### config.mk
export PLATFORM = sky130hd
export DESIGN_NAME = iob_uart_rxbuf
export DESIGN_NICKNAME = d
export VERILOG_FILES = /design/src/rtl/iob_uart_rxbuf.sv
export SDC_FILE = /design/constraint.sdc
export NUM_CORES = 1
export LEC_CHECK = 0
export ABC_AREA = 1
export CORE_UTILIZATION = 55
export CTS_CLUSTER_DIAMETER = 30
export DETAILED_ROUTE_END_ITERATION = 10
export PLACE_DENSITY = 0.74
export SLEW_MARGIN = 10
export SYNTH_ARGS = -nofsm -noshare
export SYNTH_HDL_FRONTEND = slang
export SYNTH_SLANG_ARGS = --single-unit
### constraint.sdc
create_clock -name clk_i -period 3.21 [get_ports clk_i]
set_input_delay 0.963 -clock clk_i [delete_from_list [all_inputs] [get_ports clk_i]]
set_output_delay 0.963 -clock clk_i [all_outputs]
set_load 0.01 [all_outputs]
### src/rtl/iob_uart_rxbuf.sv
// UART receive buffer: drains the core's rx handshake into a FIFO and
// presents bytes on a valid/ready stream with level, irq and overrun status.
module iob_uart_rxbuf #(
    parameter int DEPTH_LOG2 = 4,
    parameter int DATA_W     = 8
) (
    input  logic                  clk_i,
    input  logic                  rst_n_i,
    input  logic                  en_i,
    input  logic                  core_rx_ready_i,
    input  logic [DATA_W-1:0]     core_rx_data_i,
    output logic                  core_read_en_o,
    output logic                  m_valid_o,
    output logic [DATA_W-1:0]     m_data_o,
    input  logic                  m_ready_i,
    output logic [DEPTH_LOG2:0]   level_o,
    input  logic [DEPTH_LOG2:0]   thresh_i,
    output logic                  irq_o,
    output logic                  overrun_o,
    output logic [7:0]            drop_cnt_o,
    input  logic                  overrun_clr_i,
    input  logic                  flush_i
);

    localparam int DEPTH = 1 << DEPTH_LOG2;
    localparam logic [DEPTH_LOG2:0]   FULL_LVL = (DEPTH_LOG2+1)'(DEPTH);
    localparam logic [DEPTH_LOG2:0]   LVL_ONE  = (DEPTH_LOG2+1)'(1);
    localparam logic [DEPTH_LOG2-1:0] PTR_ONE  = DEPTH_LOG2'(1);

    typedef enum logic [1:0] {
        IDLE,
        ACK,
        HOLD
    } state_t;

    state_t              state;
    logic [DATA_W-1:0]   mem [DEPTH];
    logic [DEPTH_LOG2-1:0] wr_ptr;
    logic [DEPTH_LOG2-1:0] rd_ptr;
    logic                capture;
    logic                pop;
    logic                full;
    logic                push;
    logic                drop;

    // Fullness is judged after a same-cycle pop, so a full FIFO being
    // drained can still accept the incoming byte.
    always_comb begin
        pop     = m_valid_o && m_ready_i && !flush_i;
        full    = (level_o == FULL_LVL);
        capture = (state == IDLE) && en_i && core_rx_ready_i && !flush_i;
        push    = capture && (!full || pop);
        drop    = capture && full && !pop;
    end

    assign m_valid_o = (level_o != '0);
    assign m_data_o  = mem[rd_ptr];
    assign irq_o     = (thresh_i != '0) && (level_o >= thresh_i);

    always_ff @(posedge clk_i) begin
        if (!rst_n_i) begin
            state          <= IDLE;
            core_read_en_o <= 1'b0;
        end else begin
            core_read_en_o <= 1'b0;
            case (state)
                IDLE: begin
                    if (capture) begin
                        state          <= ACK;
                        core_read_en_o <= 1'b1;
                    end
                end
                ACK:  state <= HOLD;
                HOLD: begin
                    if (!core_rx_ready_i) state <= IDLE;
                end
                default: state <= IDLE;
            endcase
        end
    end

    always_ff @(posedge clk_i) begin
        if (!rst_n_i) begin
            wr_ptr  <= '0;
            rd_ptr  <= '0;
            level_o <= '0;
        end else if (flush_i) begin
            wr_ptr  <= '0;
            rd_ptr  <= '0;
            level_o <= '0;
        end else begin
            if (push) wr_ptr <= wr_ptr + PTR_ONE;
            if (pop)  rd_ptr <= rd_ptr + PTR_ONE;
            if (push && !pop)      level_o <= level_o + LVL_ONE;
            else if (pop && !push) level_o <= level_o - LVL_ONE;
        end
    end

    always_ff @(posedge clk_i) begin
        if (rst_n_i && push) mem[wr_ptr] <= core_rx_data_i;
    end

    // A clear in the same cycle as a drop wins.
    always_ff @(posedge clk_i) begin
        if (!rst_n_i) begin
            overrun_o  <= 1'b0;
            drop_cnt_o <= 8'd0;
        end else if (overrun_clr_i) begin
            overrun_o  <= 1'b0;
            drop_cnt_o <= 8'd0;
        end else if (drop) begin
            overrun_o <= 1'b1;
            if (drop_cnt_o != 8'hFF) drop_cnt_o <= drop_cnt_o + 8'd1;
        end
    end

endmodule

==> qor.yml, run 1 <==
status:
  outcome: "complete, no violations"
setup_path:
  path_max_fanout: 27
  crit_type: "register to primary output"
  cp_num_cells: 7
  reg2reg_to: "level_o[3]"
  worstPathRequired_ns: 2.25
  cp-start-kind: "register"
  crit_path_frequent_cell: "nand3_1"
  r2r_cells: 15
  crit_family: "buffers and inverters"
  cp_slowest_cell: "clkdlybuf4s50_1"
  slowest_delay_ns: 0.53
  crit_chain: "buf_12 > a21oi_1 > o21ai_0 > nand3_1 > nand3_1 > nand2_1 > clkdlybuf4s50_1"
  cp-end-kind: "primary output"
  path_buf_inv: 2
  r2r_slack_ns: 0.90
  cp-endpoint: "m_data_o[7]"
  cp_data_arrival_time_ns: 2.17
  rr_startpoint: "level_o[1]"
floorplan:
  die_h_um: 115
  rows: 40
  dieArea_mm2: 0.0132
  die_x_um: 115
  initial_core_util_pct: 57.5
  coreArea_mm2: 0.0122
  ios: 45
logic_synthesis:
  synth_compound_area_share_pct: 9.87
  synth_common_cells: "edfxtp_1 (128), inv_1 (103), nand2_1 (95), nand3_1 (63), a21oi_1 (49)"
  netlist_area_mm2: 0.00702
  syn_nets: 701
  yosys.area_share.simple_pct: 15.4
  synth_ff_type: "edfxtp_1"
  async_reset_ff_share_pct: 0
  synth.avg_cell_area_um2: 10.6
  synthAdderAreaFrac_pct: 2.96
  synth_most_common_cell: "edfxtp_1"
  synth_cell_types: 31
  synthCells: 665
  synth_mux_area_share_pct: 0
  yosysTopAreaCell: "edfxtp_1"
  yosysTopAreaCellShare_pct: 54.7
  synth_xor_area_share_pct: 0.748
  synth-seq-cells: 157
  yosysSeqAreaShare_pct: 63.0
  synth_top_family_by_area: "simple AND/OR/NAND/NOR gates"
  yosys_warnings: 0
  synth_edf_count: 128
  synth_area_leaders: "edfxtp_1 (55%), dfxtp_1 (8.3%), inv_1 (5.5%)"
grt:
  grt_usage_pct: 23.7
  grt_pass1_wl_mm: 23.0
  globalRouteOverflowTotal: 0
  grt_max_degree: 55
  grt_antenna_before_repair: 0
  grt_pass1_vias: 4703
route:
  drt-initial-drc-count: 383
  drc: 0
  routed_wl_mm: 14.7
  dr_total_vias: 4960
  via_per_inst: 5.43
  wl_per_cell_um: 16.1
  drtPass1Iterations: 5
  final_antenna_net_count: 0
final_layout:
  drive_gt1_share_pct: 12.9
  diodes: 0
  design_area_mm2: 0.00846
  fin_nets: 769
  area_growth_pct: 20.4
placement:
  pre_cts_ws_ns: -0.571
  io_buffers: 44
  hpwlAfterDp_mm: 9.20
  gp_congestion: 0.841
  post_dp_cell_area_mm2: 0.00775
hold_path:
  hold_class: "register to register"
  holdPathStages: 1
sta:
  max-slew-margin-rel_pct: 54.4
  fin_worst_skew_ns: 0.00719
  rsz0062_at_grt: "yes"
  hold_viol_final: 0
  worst_pin_slew_ns: 0.682
  period_share_pct: 97.6
  fin_setup_tns_ns: 0
  setup_viol: 0
  setup_ws_ns: 0.0785
  finalMaxSlewViolations: 0
  fmax_ghz: 0.319
  finalCriticalPeriod_ns: 3.13
  hold_slack_ns: 0.479
cts:
  cts_tree: "yes"
  cts_buffers: 17
  cts.sinks: 157
  worstSkewPairLatency_ns: 0.42
  clockBufferDepth: 2
  h-tree-depth: 4
  path_clk_slew_ns: 0.06
  root_buffer: "clkbuf_16"
  ctsHoldBuffers: 0
power:
  leakage_nw: 3.14
  irDropWorstVdd_v: 0.000264
  total_power_mw: 4.29
  powerDensity_mw_per_mm2: 508
run:
  drv_cap: 0
==> worst register-to-register path, stage by stage (launching register included) <==
cell and delay [ns]:
dfxtp_1 0.44, nor2_4 0.20, nand3_2 0.11, inv_1 0.12, nand2_4 0.05, nand2_1 0.05, inv_1 0.04, ha_1 0.19
inv_1 0.14, ha_1 0.30, a21oi_1 0.22, nand2_1 0.08, nand2_1 0.06, nand3_1 0.06, o211ai_1 0.10, inv_1 0.05
==> routing by layer <==
layer / global-route usage (%) / share of wire, % / up-vias
li1: - / - / 2414
met1: 30.1 / 42 / 2335
met2: 38.2 / 49 / 185
met3: 5.80 / 6.8 / 26
met4: 11.7 / 2.2 / 0
met5: 0 / 0 / -
==> cell families after synthesis <==
| group | after synthesis |
|---|---|
| adder cells (fa/ha/maj) | 16 |
| XOR/XNOR | 6 |
| buffers and inverters | 135 |
| AO/OA/AOI/OAI | 121 |
| flip-flops | 157 |
| AND/OR/NAND/NOR | 230 |
==> how the worst min path moves through the flow <==
stage          startpoint        to  slack, ns
3_5_place_dp     state[1]  state[1]       0.46
4_1_cts          state[1]  state[1]       0.47
2_1_floorplan    state[1]  state[1]       0.44
3_3_place_gp     state[1]  state[1]       0.46
6_report         state[1]  state[1]       0.48
5_1_grt          state[1]  state[1]       0.51
==> sequential cells by signal, indices dropped and copies added (netlist names), named ones only <==
signal and count:
core_read_en_o 1, drop_cnt_o 8, level_o 5, mem 128, overrun_o 1, rd_ptr 4, state 2, wr_ptr 4
==> power breakdown <==
part	leakage, nW	internal (mW)	switching, mW
sequential	1.39	2.21	0.0116
combinational	1.48	0.0870	0.121
clock	0.274	1.12	0.747
==> cell usage in the layout, fill, tap and decap left out, types with 3 or more instances in the layout <==
cell type,Yosys,final
buf_12,0,3
nand4_1,8,8
nor2_2,2,3
buf_4,1,27
edfxtp_1,128,128
nand2_1,95,94
clkbuf_16,0,18
clkinv_1,1,4
ha_1,15,11
nor2_1,46,45
nor2_4,4,4
clkdlybuf4s50_1,0,36
nand3_1,63,63
xor2_1,4,4
inv_2,3,7
o21ai_0,37,36
clkinv_2,0,7
dfxtp_1,29,27
dlygate4sd2_1,0,4
nand3_2,3,3
o211ai_1,33,33
dlymetal6s2s_1,0,3
inv_1,103,99
ha_4,0,4
a21oi_1,49,47
==> cell type report <==
type / instances / area, um^2
flip-flops and latches: 157 / 4430
fillers: 939 / 3750
multi-input cells: 373 / 2110
repair buffers: 77 / 744
clock buffers: 17 / 425
inverters: 107 / 402
well taps: 168 / 210
clock inverters: 15 / 130
==> repair_timing <==
action,4_1_cts,5_1_grt
resized for setup,26,4
endpoints found under the setup margin,9,9
pin swaps,7,2
setup buffers,2,3
cloned,0,1
==> stage by stage <==
| stage | std cells | utilization [%] |
|---|---|---|
| floorplan | 665 | - |
| finish | 914 | 69.3 |
| global route | 914 | 69.3 |
| CTS | 910 | 68.8 |
| detailed placement | 876 | 63.5 |
| global placement | 876 | 63.5 |
No activity file was read; power rests on OpenSTA's default activity.
==> inputs of run 2 (changes only) <==
ABC_AREA = default   (was 1)
==> run 2 against run 1 <==
  * Clock-buffer cell count rose by 10
  * Hold slack improved by 0.015 ns
  * Area after synthesis fell by 7.5%
  * Critical path type is now input port to primary output
  * Combinational power rose by 8%
  * Global-route usage fell by 0.30 points
  * Synthesized cell count fell by 39%
  * Critical path depth did not move
==> qor.yml, run 2 <==
status:
  outcome: "complete, no violations"
logic_synthesis:
  yosysTopAreaCell: "edfxtp_1"
  synth_most_common_cell: "edfxtp_1"
  synth_compound_area_share_pct: 5.64
  synth-seq-cells: 157
  synthCells: 404
  synth_xor_area_share_pct: 0.674
  netlist_area_mm2: 0.00650
  synth_edf_count: 128
  yosysTopAreaCellShare_pct: 59.2
  synth_ff_type: "edfxtp_1"
  syn_nets: 440
  synth_area_leaders: "edfxtp_1 (59%), mux4_2 (11%), dfxtp_1 (8.9%)"
  synth_mux_area_share_pct: 11.9
  yosys_warnings: 0
  yosysSeqAreaShare_pct: 68.1
  async_reset_ff_share_pct: 0
  synth_cell_types: 45
  yosys.area_share.simple_pct: 8.46
  synthAdderAreaFrac_pct: 3.20
  synth.avg_cell_area_um2: 16.1
  synth_common_cells: "edfxtp_1 (128), mux4_2 (32), dfxtp_1 (29), nor2_1 (29), nand2_1 (23)"
  synth_top_family_by_area: "multiplexers"
final_layout:
  regMostFlops: "mem"
  area_growth_pct: 24.3
  drive_gt1_share_pct: 25.1
  layout_commonest_cell: "edfxtp_1"
  diodes: 0
  largest_reg_flops: 128
  reg_top3: "mem (128), drop_cnt_o (8), level_o (5)"
  fillers: 762
  seq_area_mm2: 0.00443
  fin_nets: 528
  multi_input_area_mm2: 0.00202
  layout_common_cells: "edfxtp_1 (128), buf_4 (42), mux4_2 (32), clkdlybuf4s50_1 (32), nor2_1 (29)"
  design_area_mm2: 0.00807
sta:
  hold_viol_final: 0
  fmax_ghz: 0.314
  setup_viol: 0
  worst_pin_slew_ns: 0.542
  max-slew-margin-rel_pct: 63.8
  finalCriticalPeriod_ns: 3.18
  fin_worst_skew_ns: 0.00557
  period_share_pct: 99.2
  rsz0062_at_grt: "yes"
  finalMaxSlewViolations: 0
cts:
  path_clk_slew_ns: 0.06
  worstSkewPairLatency_ns: 0.41
  cts.sinks: 157
  ctsHoldBuffers: 0
  root_buffer: "clkbuf_16"
  cts_buffers: 17
  h-tree-depth: 4
  cts_tree: "yes"
  clockBufferDepth: 2
placement:
  hpwlAfterDp_mm: 8.17
  io_buffers: 44
  gp_congestion: 0.770
  post_dp_cell_area_mm2: 0.00733
grt:
  grt_pass1_wl_mm: 21.2
  grt_antenna_before_repair: 0
  grt_usage_pct: 23.4
  grt_pass1_vias: 3909
  globalRouteOverflowTotal: 0
  grt_max_degree: 33
route:
  wl_per_cell_um: 20.6
  routed_wl_mm: 13.4
  via_per_inst: 5.89
  dr_total_vias: 3817
  final_antenna_net_count: 0
  drt-initial-drc-count: 319
  drc: 0
  drtPass1Iterations: 5
setup_path:
  worstPathRequired_ns: 2.25
  path_buf_inv: 2
  crit_type: "input port to primary output"
  cp-end-kind: "primary output"
  crit_chain: "dlygate4sd2_1 > ha_1 > nand2b_4 > a211o_1 > o211ai_1 > a21oi_1 > buf_2"
  cp_data_arrival_time_ns: 2.22
  cp_slowest_cell: "ha_1"
  path_max_fanout: 2
  crit_family: "compound AO/OA/AOI/OAI gates"
  slowest_delay_ns: 0.27
  cp-start-kind: "input port"
floorplan:
  dieArea_mm2: 0.0123
  die_x_um: 111
  die_h_um: 111
  initial_core_util_pct: 56.7
  rows: 39
  ios: 45
  coreArea_mm2: 0.0115
power:
  powerDensity_mw_per_mm2: 533
  leakage_nw: 2.76
  irDropWorstVdd_v: 0.000416
  total_power_mw: 4.30
hold_path:
  hold_class: "register to register"
run:
  drv_cap: 0
## run 2: tightest hold or removal path, delay by kind of cell, from the launching register on
kind / cells / cell delay [ns]
DFF: 1 / 0.33
AOI/OAI and AO/OA: 1 / 0.05
and+or+nand+nor: 1 / 0.08
## run 2: through the flow
stage	worst slack (ns)	hold slack, ns	utilization [%]	cells	TNS (ns)
after floorplan	0.247	0.483	-	404	0
after global placement	-0.496	0.458	64.0	607	-0.973
after detailed placement	-0.568	0.486	64.0	607	-1.23
after CTS	-0.129	0.501	69.4	642	-0.567
after global routing	-0.0739	0.534	70.4	648	-0.0739
final	0.0272	0.494	70.4	648	0
## run 2: final timing paths
check	end	depth (start not counted)	slack, ns	startpoint
max	irq_o	7	0.03	thresh_i[0]
max reg2reg	level_o[4]	12	0.48	level_o[0]
min	overrun_o	2	0.49	overrun_o
min reg2reg	overrun_o	2	0.49	overrun_o
## run 2: logic make-up after synthesis
family / after synthesis
flip-flops: 157
AND/OR/NAND/NOR: 103
AO/OA/AOI/OAI: 52
multiplexers: 37
buffers and inverters: 34
adder cells (fa/ha/maj): 16
XOR/XNOR: 5
## run 2: layout make-up
type / count / share of cell area, %
sequential: 157 / 54.9
multi-input combinational: 213 / 25.0
timing repair buffer: 90 / 10.4
clock buffer: 27 / 6.63
tap: 143 / 2.22
inverter: 13 / 0.604
clock inverter: 5 / 0.341
## run 2: per-layer routing
metal	global-route usage, %	share of wire, %
met5	0	0
met2	38.7	50
met4	10.0	2.9
met3	4.43	5.4
met1	30.4	41
## run 2: report_power, final
group | total, mW | internal [mW] | leakage, nW | switching (mW)
Clock | 1.86 | 1.14 | 0.277 | 0.723
Combinational | 0.225 | 0.116 | 1.09 | 0.110
Sequential | 2.22 | 2.21 | 1.39 | 0.00838
Total | 4.30 | 3.46 | 2.76 | 0.841
## run 2: repair_timing
item	CTS	global route
setup buffers	2	6
gates cloned	1	0
resized for setup	16	17
pin swaps	4	3
setup endpoints to repair	9	6
